`config.mk`:
```
export PLATFORM = sky130hd
export DESIGN_NAME = bin_bcd_display
export DESIGN_NICKNAME = d
export VERILOG_FILES = /design/src/rtl/bin_bcd_display.sv
export SDC_FILE = /design/constraint.sdc
export NUM_CORES = 1
export LEC_CHECK = 0
export BUFFER_PORTS_ARGS = -buffer_cell sky130_fd_sc_hd__buf_2
export CAP_MARGIN = 20
export CORE_AREA = 3 3 160 84
export CTS_BUF_LIST = sky130_fd_sc_hd__clkbuf_16
export CTS_CLUSTER_DIAMETER = 120
export CTS_CLUSTER_SIZE = 24
export DETAILED_ROUTE_END_ITERATION = 10
export DIE_AREA = 0 0 163 87
export PLACE_DENSITY = 0.75
export SYNTH_ARGS = -nofsm -noshare
export SYNTH_HDL_FRONTEND = slang
export SYNTH_SLANG_ARGS = --single-unit
```
`constraint.sdc`:
```
create_clock -name clk_i -period 2.3 [get_ports clk_i]
set_input_delay 0.575 -clock clk_i [delete_from_list [all_inputs] [get_ports clk_i]]
set_output_delay 0.575 -clock clk_i [all_outputs]
set_load 0.02 [all_outputs]
```
`src/rtl/bin_bcd_display.sv`:
```
// Multi-cycle binary-to-BCD converter (shift-add-3, one bit per clock) with
// optional signed input, leading-zero blanking, overflow flag and an
// active-low 7-segment encoder ({g,f,e,d,c,b,a} per field).
//
// state  | meaning
// IDLE   | waiting for start_i; captures magnitude and sign on start
// SHIFT  | one add-3/shift step per cycle, BIN_W cycles
// FINISH | scratch holds the final BCD; results are registered on exit

module bin_bcd_display #(
   parameter int BIN_W    = 16,
   parameter int DIGITS   = 5,
   parameter int SIGNED   = 0,
   parameter int BLANK_LZ = 1
) (
   input  logic                clk_i,
   input  logic                rst_i,
   input  logic                start_i,
   input  logic [BIN_W-1:0]    bin_i,
   output logic                busy_o,
   output logic                done_o,
   output logic [4*DIGITS-1:0] bcd_o,
   output logic                neg_o,
   output logic                ovf_o,
   output logic [7*DIGITS-1:0] seg_o
);

   // Scratch must hold every digit the input can produce, so the bits shifted
   // out never disappear before overflow is judged; at least one spare digit.
   localparam int NEED_D = (BIN_W * 3 + 9) / 10 + 1;
   localparam int SCR_D  = (DIGITS + 1 > NEED_D) ? DIGITS + 1 : NEED_D;
   localparam int CNT_W  = $clog2(BIN_W + 1);

   typedef enum logic [1:0] {
      IDLE,
      SHIFT,
      FINISH
   } state_t;

   state_t               state_q, state_d;
   logic [BIN_W-1:0]     mag_q;
   logic [4*SCR_D-1:0]   scr_q;
   logic [4*SCR_D-1:0]   scr_adj;
   logic [CNT_W-1:0]     cnt_q;
   logic                 sign_q;
   logic                 neg_in;
   logic                 ovf_c;
   logic                 nz_seen;
   logic [DIGITS-1:0]    lz;
   logic [DIGITS:0]      lz_ext;
   logic [7*DIGITS-1:0]  seg_c;

   function automatic logic [6:0] seg_lut(input logic [3:0] d);
      case (d)
         4'd0:    seg_lut = 7'h40;
         4'd1:    seg_lut = 7'h79;
         4'd2:    seg_lut = 7'h24;
         4'd3:    seg_lut = 7'h30;
         4'd4:    seg_lut = 7'h19;
         4'd5:    seg_lut = 7'h12;
         4'd6:    seg_lut = 7'h02;
         4'd7:    seg_lut = 7'h78;
         4'd8:    seg_lut = 7'h00;
         4'd9:    seg_lut = 7'h10;
         default: seg_lut = 7'h7F;
      endcase
   endfunction

   assign neg_in = (SIGNED != 0) && bin_i[BIN_W-1];
   assign busy_o = (state_q != IDLE);

   // State register
   always_ff @(posedge clk_i) begin
      if (rst_i) state_q <= IDLE;
      else       state_q <= state_d;
   end

   // Next-state logic
   always_comb begin
      state_d = state_q;
      case (state_q)
         IDLE:    if (start_i) state_d = SHIFT;
         SHIFT:   if (cnt_q == CNT_W'(1)) state_d = FINISH;
         FINISH:  state_d = IDLE;
         default: state_d = IDLE;
      endcase
   end

   // Add 3 to every scratch digit >= 5 ahead of the shift
   always_comb begin
      scr_adj = scr_q;
      for (int i = 0; i < SCR_D; i++) begin
         if (scr_q[4*i +: 4] >= 4'd5) scr_adj[4*i +: 4] = scr_q[4*i +: 4] + 4'd3;
      end
   end

   // Capture on start, then shift one magnitude bit into the scratch per cycle
   always_ff @(posedge clk_i) begin
      if (rst_i) begin
         mag_q  <= '0;
         scr_q  <= '0;
         cnt_q  <= '0;
         sign_q <= 1'b0;
      end else begin
         case (state_q)
            IDLE: begin
               if (start_i) begin
                  // Negating the most-negative value yields 2^(BIN_W-1), which is
                  // the correct magnitude when read as unsigned.
                  mag_q  <= neg_in ? -bin_i : bin_i;
                  sign_q <= neg_in;
                  scr_q  <= '0;
                  cnt_q  <= CNT_W'(BIN_W);
               end
            end
            SHIFT: begin
               scr_q <= {scr_adj[4*SCR_D-2:0], mag_q[BIN_W-1]};
               mag_q <= {mag_q[BIN_W-2:0], 1'b0};
               cnt_q <= cnt_q - 1'b1;
            end
            default: ;
         endcase
      end
   end

   // Overflow, leading-zero mask and segment patterns from the final scratch
   always_comb begin
      // A negative value needs the top field free for the minus sign.
      ovf_c = sign_q && (scr_q[4*(DIGITS-1) +: 4] != 4'd0);
      for (int i = DIGITS; i < SCR_D; i++) begin
         if (scr_q[4*i +: 4] != 4'd0) ovf_c = 1'b1;
      end

      nz_seen = 1'b0;
      lz      = '0;
      for (int k = DIGITS - 1; k >= 0; k--) begin
         lz[k]   = !nz_seen && (scr_q[4*k +: 4] == 4'd0) && (k != 0);
         nz_seen = nz_seen | (scr_q[4*k +: 4] != 4'd0);
      end
      // lz_ext[k] is the blank flag of the field to the right of field k.
      lz_ext = {lz, 1'b0};

      seg_c = '0;
      for (int k = 0; k < DIGITS; k++) begin
         seg_c[7*k +: 7] = seg_lut(scr_q[4*k +: 4]);
         if (BLANK_LZ != 0) begin
            if (lz[k]) seg_c[7*k +: 7] = 7'h7F;
            if (sign_q && lz[k] && !lz_ext[k]) seg_c[7*k +: 7] = 7'h3F;
         end else if (sign_q && (k == DIGITS - 1)) begin
            seg_c[7*k +: 7] = 7'h3F;
         end
         if (ovf_c) seg_c[7*k +: 7] = 7'h3F;
      end
   end

   // Result registers: updated only when leaving FINISH, held otherwise
   always_ff @(posedge clk_i) begin
      if (rst_i) begin
         done_o <= 1'b0;
         bcd_o  <= '0;
         neg_o  <= 1'b0;
         ovf_o  <= 1'b0;
         seg_o  <= {DIGITS{7'h7F}};
      end else begin
         done_o <= (state_q == FINISH);
         if (state_q == FINISH) begin
            bcd_o <= scr_q[4*DIGITS-1:0];
            neg_o <= sign_q;
            ovf_o <= ovf_c;
            seg_o <= seg_c;
         end
      end
   end

endmodule

```
# Yosys cells after proc, flatten, opt, wreduce, memory -nomap -nowiden
# Memories as Yosys holds them, arrays and structs flattened. A register that Yosys moved wholly into a read port is not among the register bits.
# Cells that the tools add are included.
[classes] add_sub_neg=7 magnitude_cmp=6 reduce_logical=19 n_shift=0 eq_ne=5 bitwise=2 n_mux=35 multipliers=0 div_mod_pow=0
[op_table] cell="2-to-1 mux 7 bit" count=9
[op_table] cell="2-to-1 mux 4 bit" count=15
[op_table] cell="one-hot mux 24 bit (2 select lines)" count=1
[op_table] cell="one-hot mux 16 bit (2 select lines)" count=1
[op_table] cell=">= comparator 4 x 3 -> 1 bit (second input constant)" count=6
[op_table] cell="2-to-1 mux 24 bit" count=1
[op_table] cell="adder 4 x 2 -> 4 bit (second input constant)" count=5
[op_table] cell="zero test 4 bit" count=4
[op_table] cell="2-to-1 mux 16 bit" count=1
[op_table] cell="nonzero test 4 bit" count=4
[op_table] cell="one-hot mux 5 bit (2 select lines)" count=1
[op_table] cell="equality test 5 x 1 -> 1 bit (second input constant)" count=1
[op_table] cell="2-to-1 mux 5 bit" count=1
[op_table] cell="subtractor 5 x 1 -> 5 bit (second input constant)" count=1
[op_table] cell="2-to-1 mux 2 bit" count=2
[op_table] cell="inequality test 2 bit (second input constant)" count=2
[op_table] cell="one-hot mux 2 bit (2 select lines)" count=1
[op_table] cell="AND reduction 2 bit" count=2
[op_table] cell="nonzero test 2 bit" count=2
[op_table] cell="adder 3 x 2 -> 3 bit (second input constant)" count=1
[op_table] cell="logical AND 1 bit" count=3
[op_table] cell="zero test 1 bit" count=3
[op_table] cell="2-to-1 mux 3 bit" count=1
[op_table] cell="equality test 2 x 1 -> 1 bit (second input constant)" count=1
[op_table] cell="4 further kinds" count=5
[totals] latch_bits=0 rom_bits=560 inputBits=19 out_inout_bits=59 ram_bits=0 mem_count=5 reg_bits=104 wordCells=87
[memory_table] memory="(no name shown)" depth=16 word_bits=7 rd=1 rd_clocked_by_memory_dff=1 write_ports=0 line_no="54" source="case (d)"
[memory_table] memory="(no name shown)" depth=16 word_bits=7 rd=1 rd_clocked_by_memory_dff=1 write_ports=0 line_no="54"
[memory_table] memory="(no name shown)" depth=16 word_bits=7 rd=1 rd_clocked_by_memory_dff=1 write_ports=0 line_no="54"
[memory_table] memory="(no name shown)" depth=16 word_bits=7 rd=1 rd_clocked_by_memory_dff=1 write_ports=0 line_no="54"
[memory_table] memory="(no name shown)" depth=16 word_bits=7 rd=1 rd_clocked_by_memory_dff=1 write_ports=0 line_no="54"

# Longest topological paths before layout
[depth] word_depth=7 ltp_mapped=11 mapped_depth_nobuf=11

# Worst setup path before layout
# Ideal clock, no wire load.
[synth_timing] kind="input to register" start="input rst_i" end="register with a tool-made name" required_ns=2.186 path_buffers=3 setup_ns=0.114 slack_ns=0.121 arrival_time_ns=2.065 path_stages=7 cell_sequence="buf_4 > clkbuf_1 > clkbuf_1 > nor2_1 > ha_1 > or3_1 > a21o_1"
[synth_rtl] item="from (decl)" line_no="17" source="input logic rst_i,"

==> results.toml <==
[outcome]
status = "finished, final reports clean"

[logic_synthesis]
synth_area_um2 = 6630
synth.avg_cell_area_um2 = 8.82
synth-seq-cells = 139
synthCells = 751
synth_ff_type = "dfxtp_1"
ys_async_sr_fraction = 0
syn-num-nets = 812
synth-seq-area-share = 0.420
synth_edf_count = 0
yosysWarnings = 0
synth_cell_type_count = 67

[cts]
cts_buffer_depth = 2
worstSkewPairLatency_ps = 420
hold_buffers = 0
tritoncts = "yes"
h-tree-depth = 4
clock_sinks = 139
cts.clk_slew.worst_paths_ps = 60
cts_made_buffers = 17
root_buffer = "clkbuf_16"

[flow_run]
cap_viol_max_count = 0

[sta]
relSlewSlack = 0.615
tns_ps = 0
clock.fmax_mhz = 449
hold_viol_final = 0
tightest_slew_ps = 573
finalCriticalPeriod_ps = 2230
skew_ps = 6.78
rsz0062_at_grt = "yes"
final-max-slew-violation-count = 0
period_share = 0.969
setup_violations = 0

[die]
rows = 28
die_h_um = 87
coreArea_um2 = 11900
num_io_pins = 78
fp.dieW_um = 163
die-area_um2 = 14200
start_util = 0.556

[routing]
vias_per_cell = 5.57
num_vias = 5718
wl_mm = 16.4
drtAntennaViolNets = 0
remaining_drc_errors = 0
wl_per_cell_um = 16.0
first_pass_iters = 5
drt_iter0_markers = 420

[grt]
gr-total-overflow = 0
grt_pass1_vias = 5539
grtUsageTotal = 0.239
grt_max_degree = 53
antenna_found_initial = 0
grt_pass1_wl_mm = 27.1

[worst_setup_path]
crit_chain = "inv_1, ha_1, nand2b_2, and4_1, nor3_2, nor2_2, ha_1, or3_1, a21o_1"
max_stage_delay_ps = 370
end_kind = "register"
critPathKind = "register to register"
critPathLaunchType = "register"
cpMaxStageDelayCell = "or3_1"
rr_startpoint = "scr_q[13]$_SDFFE_PP0N_"
crit_path_max_fanout = 4
required_ps = 2610
worstPathArrival_ps = 2540
crit_top_cell = "ha_1"
critPathLaunch = "scr_q[13]$_SDFFE_PP0N_"

[power_and_ir_drop]
power_density_nw_per_um2 = 718
p_leak_nw = 3.43
irDropWorstVdd_mv = 0.465
finalPower_mw = 5.81

[cells_and_area]
syn_to_final_growth_pct = 22.1
nNetsFinal = 910
antenna_cells = 0
final_cells = 1027
drive_gt1_frac = 0.241
fillers = 936

[placed_design]
routabilityCongestion = 0.898
io_buffers = 76
placed_cells = 995
hpwl_mm = 11.0

[hold_path]
hold_path.class = "register to register"
## stage by stage
stage | util | setup WS, ps | cell area [um^2] | hold WS (ps)
finish | 0.679 | 71.8 | 8090 | 446
global route | 0.679 | -20.6 | 8090 | 462
CTS | 0.673 | 2.22 | 8020 | 447
detailed placement | 0.619 | -26.6 | 7370 | 433
global placement | 0.619 | 86.2 | 7370 | 425
floorplan | - | 121 | 6630 | 422
## worst paths after layout
check	to	slack, ps	cells past startpoint
setup / recovery	register	70	9
hold / removal	seg_o[24]$_SDFFE_PP1P_	450	2
hold reg to reg	seg_o[24]$_SDFFE_PP1P_	450	2
setup reg to reg	register	70	9
## cells in the mapped netlist (8+ instances only)
master	instances	area, um^2
a22oi_1	12	90.1
o22ai_1	49	307
a221oi_1	14	123
o21ai_0	28	140
xnor2_1	8	70.1
ha_1	42	526
nand2b_1	51	319
nand2_1	91	342
a21oi_1	55	275
buf_2	17	85.1
clkbuf_1	17	63.8
a22o_1	8	70.1
nor2_1	34	128
inv_1	49	184
dfxtp_1	139	2780
## per-layer routing
metal	track usage	vias up	share of wire
met3	0.0594	29	0.065
li1	-	2815	-
met4	0.0898	0	0.018
met5	0	-	0
met2	0.389	186	0.46
met1	0.310	2688	0.46
## critical path: cells and delay by family (launching register included)
| family | cells | cell delay [ps] |
|---|---|---|
| fa+ha+maj | 2 | 400 |
| buf+inv | 1 | 90 |
| flops | 1 | 320 |
| simple gates | 5 | 1120 |
| compound gates | 1 | 170 |
## timing repair
| item | in CTS | in global routing |
|---|---|---|
| pin swaps | 0 | 2 |
| endpoints found under the setup margin | 5 | 29 |
| setup buffers | 0 | 0 |
| gates resized for setup | 1 | 19 |
## power by group
| group | internal, mW | leakage (nW) | switching, mW |
|---|---|---|---|
| combinational | 0.135 | 1.99 | 0.195 |
| sequential | 2.45 | 1.13 | 0.0282 |
| clock | 1.92 | 0.309 | 1.08 |
## cells by family (layout without fill, tap and decap cells)
kind of cell,Yosys count,count (layout),synth area share
and+or+nand+nor,223,223,0.172
xor gates and xnor gates,8,8,0.0106
AOI/OAI and AO/OA,224,224,0.232
muxes,10,10,0.0176
DFF,139,139,0.420
adders and majority gates,42,42,0.0793
other,1,1,0.000566
buffers and inverters,104,215,0.0684
## layout by cell type (no fill, tap or decap), drive strengths merged, types with 3 or more instances in the layout
cell type	count
ha	42
o21a	7
mux2i	6
nor3	12
clkinv	7
and2	3
a21o	5
and4	3
a221oi	14
a22o	8
nand2b	52
o22ai	49
or2	3
mux2	4
a21oi	56
o21ai	30
a31oi	7
dfxtp	139
a211oi	4
o21bai	3
bufinv	5
nand3	4
clkbuf	17
o2bb2ai	4
nor2	36
a31o	3
a2bb2oi	3
and3	5
buf	126
nor3b	5
a22oi	17
or3	3
nand2	91
nor2b	5
xnor2	8
inv	58
## cell type report
class	count	area, um^2	area share
flip-flops and latches	139	2790	0.345
clock inverters	15	221	0.0274
inverters	57	214	0.0264
multi-input cells	508	3470	0.428
repair buffers	126	768	0.0950
clock buffers	17	425	0.0526
well taps	165	206	0.0255
(Power assumes the default switching activity.)
